$ cat src/rtl/coef_block_buffer_pkg.sv
// Shared MDEC constants/types: block tag, coefficient bank state, bank count.
// Latency: n/a (types only).
// Backpressure: n/a.
package MDEC_Cte;

    // Block number that travels with each coefficient matrix (Y1..Y4, Cr, Cb)
    typedef logic [2:0] MDEC_BLCK;

    // Life cycle of one coefficient bank
    typedef enum logic [1:0] {
        FREE    = 2'd0,
        FILLING = 2'd1,
        READY   = 2'd2
    } bank_state_e;

    localparam int COEF_BANK_CNT = 2;
    localparam int COEF_IDX_W    = 6;
    localparam int COEF_VAL_W    = 12;

endpackage

$ cat src/rtl/coef_block_buffer_ram.sv
// coefBankRam: 128x12 simple dual-port RAM, address {bank,idx}, one write port, one read port.
// Latency: read data registered, valid 1 cycle after i_radr.
// Backpressure: none; writes and reads are always accepted.
// Ports: i_clk; i_we/i_wadr/i_wdat write port; i_radr read address; o_rdat registered read data.
module coefBankRam (
    input  logic               i_clk,
    input  logic               i_we,
    input  logic [6:0]         i_wadr,
    input  logic signed [11:0] i_wdat,
    input  logic [6:0]         i_radr,
    output logic signed [11:0] o_rdat
);

    // Storage is deliberately not reset; the parent's written masks hide stale contents.
    logic signed [11:0] r_mem [128];

    always_ff @(posedge i_clk) begin
        if (i_we) begin
            r_mem[i_wadr] <= i_wdat;
        end
        o_rdat <= r_mem[i_radr];
    end

endmodule

$ cat src/rtl/coef_block_buffer.sv
// coef_block_buffer: double-buffered 8x8 coefficient store between dequantizer and IDCT.
// Latency: matrixComplete -> o_blockValid 1 cycle; i_readAdr -> o_readValue 1 cycle.
// Backpressure: o_freezePipe (register-derived) when the write bank is still owned by the IDCT.
// Ports: i_clk/i_rst; writer side i_write, i_writeIdx, i_blockNum, i_coefValue, i_matrixComplete,
//        o_freezePipe; reader side o_blockValid, o_blockNum, o_dcOnly, i_readAdr, o_readValue,
//        i_blockDone. Optional macro COEF_BUF_DCONLY_EN enables the o_dcOnly flag logic.
module coef_block_buffer
    import MDEC_Cte::*;
(
    input  logic               i_clk,
    input  logic               i_rst,
    input  logic               i_write,
    input  logic [5:0]         i_writeIdx,
    input  MDEC_BLCK           i_blockNum,
    input  logic signed [11:0] i_coefValue,
    input  logic               i_matrixComplete,
    output logic               o_freezePipe,
    output logic               o_blockValid,
    output MDEC_BLCK           o_blockNum,
    output logic               o_dcOnly,
    input  logic [5:0]         i_readAdr,
    output logic signed [11:0] o_readValue,
    input  logic               i_blockDone
);

    bank_state_e        r_state [COEF_BANK_CNT];
    logic [63:0]        r_mask  [COEF_BANK_CNT];
    MDEC_BLCK           r_tag   [COEF_BANK_CNT];
    logic               r_wp;
    logic               r_rp;
    logic               r_maskHit;

    bank_state_e        w_stateNxt [COEF_BANK_CNT];
    logic [63:0]        w_maskNxt  [COEF_BANK_CNT];
    MDEC_BLCK           w_tagNxt   [COEF_BANK_CNT];
    logic               w_freeze;
    logic               w_wrAcc;
    logic               w_mcAcc;
    logic               w_doneAcc;
    logic signed [11:0] w_ramRdat;

    // Freeze depends only on registered state, so upstream sees no combinational loop.
    assign w_freeze  = (r_state[r_wp] == READY);
    assign w_wrAcc   = i_write & ~w_freeze;
    assign w_mcAcc   = i_matrixComplete & ~w_freeze;
    assign w_doneAcc = i_blockDone & (r_state[r_rp] == READY);

    // Next-state per bank. Release always targets rp (READY) while writes target wp
    // (never READY when accepted), so the two branches cannot hit the same bank.
    always_comb begin
        for (int b = 0; b < COEF_BANK_CNT; b++) begin
            w_stateNxt[b] = r_state[b];
            w_maskNxt[b]  = r_mask[b];
            w_tagNxt[b]   = r_tag[b];
            if (w_doneAcc && (r_rp == 1'(b))) begin
                w_stateNxt[b] = FREE;
                w_maskNxt[b]  = '0;
            end
            if (r_wp == 1'(b)) begin
                if (w_wrAcc) begin
                    w_maskNxt[b][i_writeIdx] = 1'b1;
                    w_tagNxt[b]              = i_blockNum;
                    if (r_state[b] == FREE) begin
                        w_stateNxt[b] = FILLING;
                    end
                end
                // Completion wins over FILLING; a same-cycle write is already in the mask above.
                if (w_mcAcc) begin
                    w_stateNxt[b] = READY;
                    w_tagNxt[b]   = i_blockNum;
                end
            end
        end
    end

    always_ff @(posedge i_clk or posedge i_rst) begin
        if (i_rst) begin
            for (int b = 0; b < COEF_BANK_CNT; b++) begin
                r_state[b] <= FREE;
                r_mask[b]  <= '0;
                r_tag[b]   <= '0;
            end
            r_wp      <= 1'b0;
            r_rp      <= 1'b0;
            r_maskHit <= 1'b0;
        end else begin
            for (int b = 0; b < COEF_BANK_CNT; b++) begin
                r_state[b] <= w_stateNxt[b];
                r_mask[b]  <= w_maskNxt[b];
                r_tag[b]   <= w_tagNxt[b];
            end
            if (w_mcAcc) begin
                r_wp <= ~r_wp;
            end
            if (w_doneAcc) begin
                r_rp <= ~r_rp;
            end
            // Sampled alongside the RAM read so both refer to the same address/cycle.
            r_maskHit <= r_mask[r_rp][i_readAdr];
        end
    end

    coefBankRam u_ram (
        .i_clk  (i_clk),
        .i_we   (w_wrAcc),
        .i_wadr ({r_wp, i_writeIdx}),
        .i_wdat (i_coefValue),
        .i_radr ({r_rp, i_readAdr}),
        .o_rdat (w_ramRdat)
    );

    assign o_readValue  = r_maskHit ? w_ramRdat : '0;
    assign o_freezePipe = w_freeze;
    assign o_blockValid = (r_state[r_rp] == READY);
    assign o_blockNum   = r_tag[r_rp];

`ifdef COEF_BUF_DCONLY_EN
    // Per-bank "some AC coefficient is nonzero" flag.
    logic r_acNZ    [COEF_BANK_CNT];
    logic w_acNZNxt [COEF_BANK_CNT];

    always_comb begin
        for (int b = 0; b < COEF_BANK_CNT; b++) begin
            w_acNZNxt[b] = r_acNZ[b];
            if (w_doneAcc && (r_rp == 1'(b))) begin
                w_acNZNxt[b] = 1'b0;
            end
            if ((r_wp == 1'(b)) && w_wrAcc && (i_writeIdx != 6'd0) && (i_coefValue != 12'sd0)) begin
                w_acNZNxt[b] = 1'b1;
            end
        end
    end

    always_ff @(posedge i_clk or posedge i_rst) begin
        if (i_rst) begin
            for (int b = 0; b < COEF_BANK_CNT; b++) begin
                r_acNZ[b] <= 1'b0;
            end
        end else begin
            for (int b = 0; b < COEF_BANK_CNT; b++) begin
                r_acNZ[b] <= w_acNZNxt[b];
            end
        end
    end

    assign o_dcOnly = o_blockValid & ~r_acNZ[r_rp];
`else
    assign o_dcOnly = 1'b0;
`endif

endmodule

$ cat config.mk
export PLATFORM = sky130hd
export DESIGN_NAME = coef_block_buffer
export DESIGN_NICKNAME = d
export VERILOG_FILES = /design/src/rtl/coef_block_buffer_pkg.sv /design/src/rtl/coef_block_buffer_ram.sv /design/src/rtl/coef_block_buffer.sv
export SDC_FILE = /design/constraint.sdc
export NUM_CORES = 2
export LEC_CHECK = 0
export ABC_AREA = 0
export BUFFER_PORTS_ARGS = -buffer_cell sky130_fd_sc_hd__buf_2
export CAP_MARGIN = 15
export CORE_UTILIZATION = 50
export CTS_CLUSTER_DIAMETER = 60
export DETAILED_ROUTE_END_ITERATION = 8
export GPL_TIMING_DRIVEN = 1
export PLACE_DENSITY_LB_ADDON = 0.1
export SETUP_SLACK_MARGIN = 0.5
export SYNTH_ARGS = -nofsm -noshare
export SYNTH_HDL_FRONTEND = slang
export SYNTH_HIERARCHICAL = 1
export SYNTH_SLANG_ARGS = --single-unit
$ cat constraint.sdc
create_clock -name i_clk -period 10.8 [get_ports i_clk]
set_input_delay 0.54 -clock i_clk [delete_from_list [all_inputs] [get_ports i_clk]]
set_output_delay 0.54 -clock i_clk [all_outputs]
set_load 0.01 [all_outputs]
==> flow_metrics.env <==
export IMPL_status="completed"
export IMPL_p_leak_nw=23.92
export IMPL_rsz0062_at_grt="false"
export IMPL_area_growth_pct=13.43
export IMPL_drt_wl_total_um=163400
export IMPL_dp_slack_ns=5.903
export IMPL_fmax_mhz=209.7
export IMPL_rrSetupSlack_ns=6.03
export IMPL_track_usage=0.2523
export IMPL_critPathLaunch="r_wp"
export IMPL_reg2reg_depth=7
export IMPL_worst_slew_pin_slew_ns=1.215
export IMPL_io_pins=50
export IMPL_die_w_um=364.2
export IMPL_path_clk_slew_ns=0.06
export IMPL_syn_inst=2884
export IMPL_layout_setup_ws_ns=6.030
export IMPL_synth_most_common_cell="edfxtp_1"
export IMPL_maxCapViolCount=0
export IMPL_clock_sinks=1689
export IMPL_yosysTopAreaCell="edfxtp_1"
export IMPL_start_util=0.5053
export IMPL_period_share=0.4417
export IMPL_cp_end_kind="flop"
export IMPL_worstPathCellList="inv_1 > mux2i_1 > and2_1 > nor2b_1 > nand3_2 > nor2_1 > buf_6"
export IMPL_root_buffer="clkbuf_16"
export IMPL_skew_ns=0.03224
export IMPL_rows=132
export IMPL_seq_area_frac_synth=0.7606
export IMPL_cts_setup_buffers=0
export IMPL_power_density_mw_per_mm2=192.1
export IMPL_cts_max_path_buffers=3
export IMPL_place_congestion=0.8013
export IMPL_ys_ff_latch=1689
export IMPL_cts_buffers=171
export IMPL_synth_top_cell_area_share=0.7031
export IMPL_ir_worst_vdd_uv=144.2
export IMPL_first_iter_violations=3813
export IMPL_synth_edff_count=1536
export IMPL_ys_warnings_count=6
export IMPL_r2r_start="r_wp"
export IMPL_path_class="flop to flop"
export IMPL_grt_max_degree=153
export IMPL_endpoint="u_ram/r_mem[30][4]"
export IMPL_num_vias=31310
export IMPL_hold_viol_final=0
export IMPL_die_area_mm2=0.1326
export IMPL_finalNetCount=3104
export IMPL_crit_fanout=21
export IMPL_timing_rr_end="u_ram/r_mem[30][4]"
export IMPL_drc_errors=0
export IMPL_htree_levels=4
export IMPL_yosysUniqueCellTypes=41
export IMPL_setup_viol=0
export IMPL_syn_avg_cell_area_um2=22.75
export IMPL_avgViaCountPerCell=6.312
export IMPL_slew_headroom=0.1871
export IMPL_start_kind="flop"
export IMPL_max_stage_delay_ns=1.04
export IMPL_clk_latency_ns=0.80
export IMPL_first_pass_iters=5
export IMPL_cp_slowest_cell="nor2_1"
export IMPL_drtAntennaViolNets=0
export IMPL_hp_class="primary input to flop"
export IMPL_dpl_hpwl_um=95880
export IMPL_wl_per_cell_um=32.95
export IMPL_cts_tree="yes"
export IMPL_grt_pass1_vias=31560
export IMPL_yosys_top_cells_area="edfxtp_1 (70%), mux4_2 (18%), dfrtp_1 (5.4%), a22o_1 (1.2%), nor2_1 (0.81%)"
export IMPL_cp_arrival_ns=5.27
export IMPL_synth_nets=2916
export IMPL_grt_overflow=0
export IMPL_critPathRequiredTime_ns=11.30
export IMPL_synthTopCellsByCount="edfxtp_1 (1,536), mux4_2 (530), dfrtp_1 (141), nor2_1 (141), clkbuf_1 (94)"
export IMPL_postCtsResizedCells=0
export IMPL_drv_slew=0
export IMPL_syn_area_mm2=0.06560
export IMPL_n_fill_cell=9388
export IMPL_hold_ws_ns=0.1230
export IMPL_fin_tns_setup_ns=0
export IMPL_die_height_um=364.2
export IMPL_antenna_found_initial=25
export IMPL_grt_pass1_wl_um=233600
export IMPL_period_minus_slack_ns=4.770
export IMPL_fin_util=0.5732
export IMPL_core_mm2=0.1298
export IMPL_drive_gt1_frac=0.3237
export IMPL_synth_ff_type="edfxtp_1"
export IMPL_port_buffers=48
export IMPL_synthArstFlopShare=0.08348
sequential cells by signal, summed over array words and instances, names as in the netlist:
register,cells
u_ram/r_mem,1536
r_mask,128
u_ram/o_rdat,12
r_tag,6
r_state,4
r_maskHit,1
r_rp,1
r_wp,1
per-stage QoR:
| stage | std cells | total power (W) | cell area [um2] |
|---|---|---|---|
| 2_1_floorplan | 2884 | 0.008081 | 65600 |
| 3_3_place_gp | 4586 | 0.008553 | 68190 |
| 3_5_place_dp | 4617 | 0.008585 | 68620 |
| 4_1_cts | 4940 | 0.01440 | 74230 |
| 5_1_grt | 4958 | 0.01471 | 74410 |
| 6_report | 4960 | 0.01429 | 74410 |
worst min-delay path by stage:
stage / start / endpoint / slack [ns] / cells after the start
after floorplan: r_mask[59] / r_mask[59] / 0.44 / 2
after global placement: r_mask[62] / r_mask[62] / 0.45 / 2
after detailed placement: r_mask[14] / r_mask[14] / 0.47 / 2
after CTS: i_write / r_state[2] / 0.06 / 3
after global routing: i_write / r_state[2] / 0.11 / 3
final: i_write / r_state[2] / 0.12 / 3
placed cells by master, fill, tap and decap left out, types with 6 or more instances in the layout:
| cell | count |
|---|---|
| dfrtp_1 | 140 |
| clkinv_1 | 40 |
| mux4_1 | 7 |
| or2_2 | 8 |
| nor2b_1 | 12 |
| edfxtp_1 | 1536 |
| inv_6 | 7 |
| buf_6 | 21 |
| dlygate4sd3_1 | 6 |
| bufinv_16 | 16 |
| nand4_1 | 7 |
| nor2_1 | 91 |
| nor3_1 | 9 |
| and2_1 | 13 |
| a22o_1 | 88 |
| buf_2 | 33 |
| nand3_1 | 13 |
| buf_8 | 10 |
| nand2b_1 | 8 |
| dfxtp_1 | 12 |
| clkinv_2 | 23 |
| nor3_4 | 6 |
| clkbuf_16 | 175 |
| mux2i_1 | 10 |
| mux4_2 | 530 |
| buf_4 | 109 |
| clkbuf_1 | 45 |
| mux2_2 | 21 |
| nand2_1 | 64 |
| nor2_2 | 50 |
| o21ai_0 | 36 |
layer usage:
layer	routed length (um)	global-route usage	vias up
met5	44	0	-
li1	-	-	12620
met1	66250	0.3570	16960
met4	3850	0.06904	10
met2	77260	0.3863	1477
met3	16040	0.07339	243
final cells by class:
cell class	count	area (um2)	share of cell area
clock buffers	224	4603	0.06186
clock inverters	93	944.7	0.01270
multi-input cells	1019	15160	0.2037
inverters	4	20.02	0.0002690
repair buffers	187	1607	0.02159
diodes	2	5.005	0.00006726
well taps	1742	2180	0.02929
flip-flops and latches	1689	49890	0.6705
cells by family after synthesis:
group / after synthesis / synth area share
AO/OA/AOI/OAI: 141 / 0.01631
buffers and inverters: 176 / 0.01198
flip-flops: 1689 / 0.7606
multiplexers: 568 / 0.1899
other: 1 / 0.00005717
AND/OR/NAND/NOR: 309 / 0.02117
critical path: cells and delay by family (launching register included):
| family | cells | cell delay, ns |
|---|---|---|
| buffers and inverters | 2 | 0.56 |
| flip-flops | 1 | 0.89 |
| AND/OR/NAND/NOR | 4 | 2.61 |
| multiplexers | 1 | 0.39 |
power breakdown:
part	leakage (nW)	internal (W)	switching, W
sequential	15.8	0.00725	0.000138
clock	2.71	0.00339	0.00245
combinational	5.38	0.000411	0.000649
timing repair:
action | CTS | global route
hold buffers | 6 | 0
endpoints found under the hold margin | 89 | 0
setup endpoints to repair | 0 | 0
(Power assumes the default switching activity.)
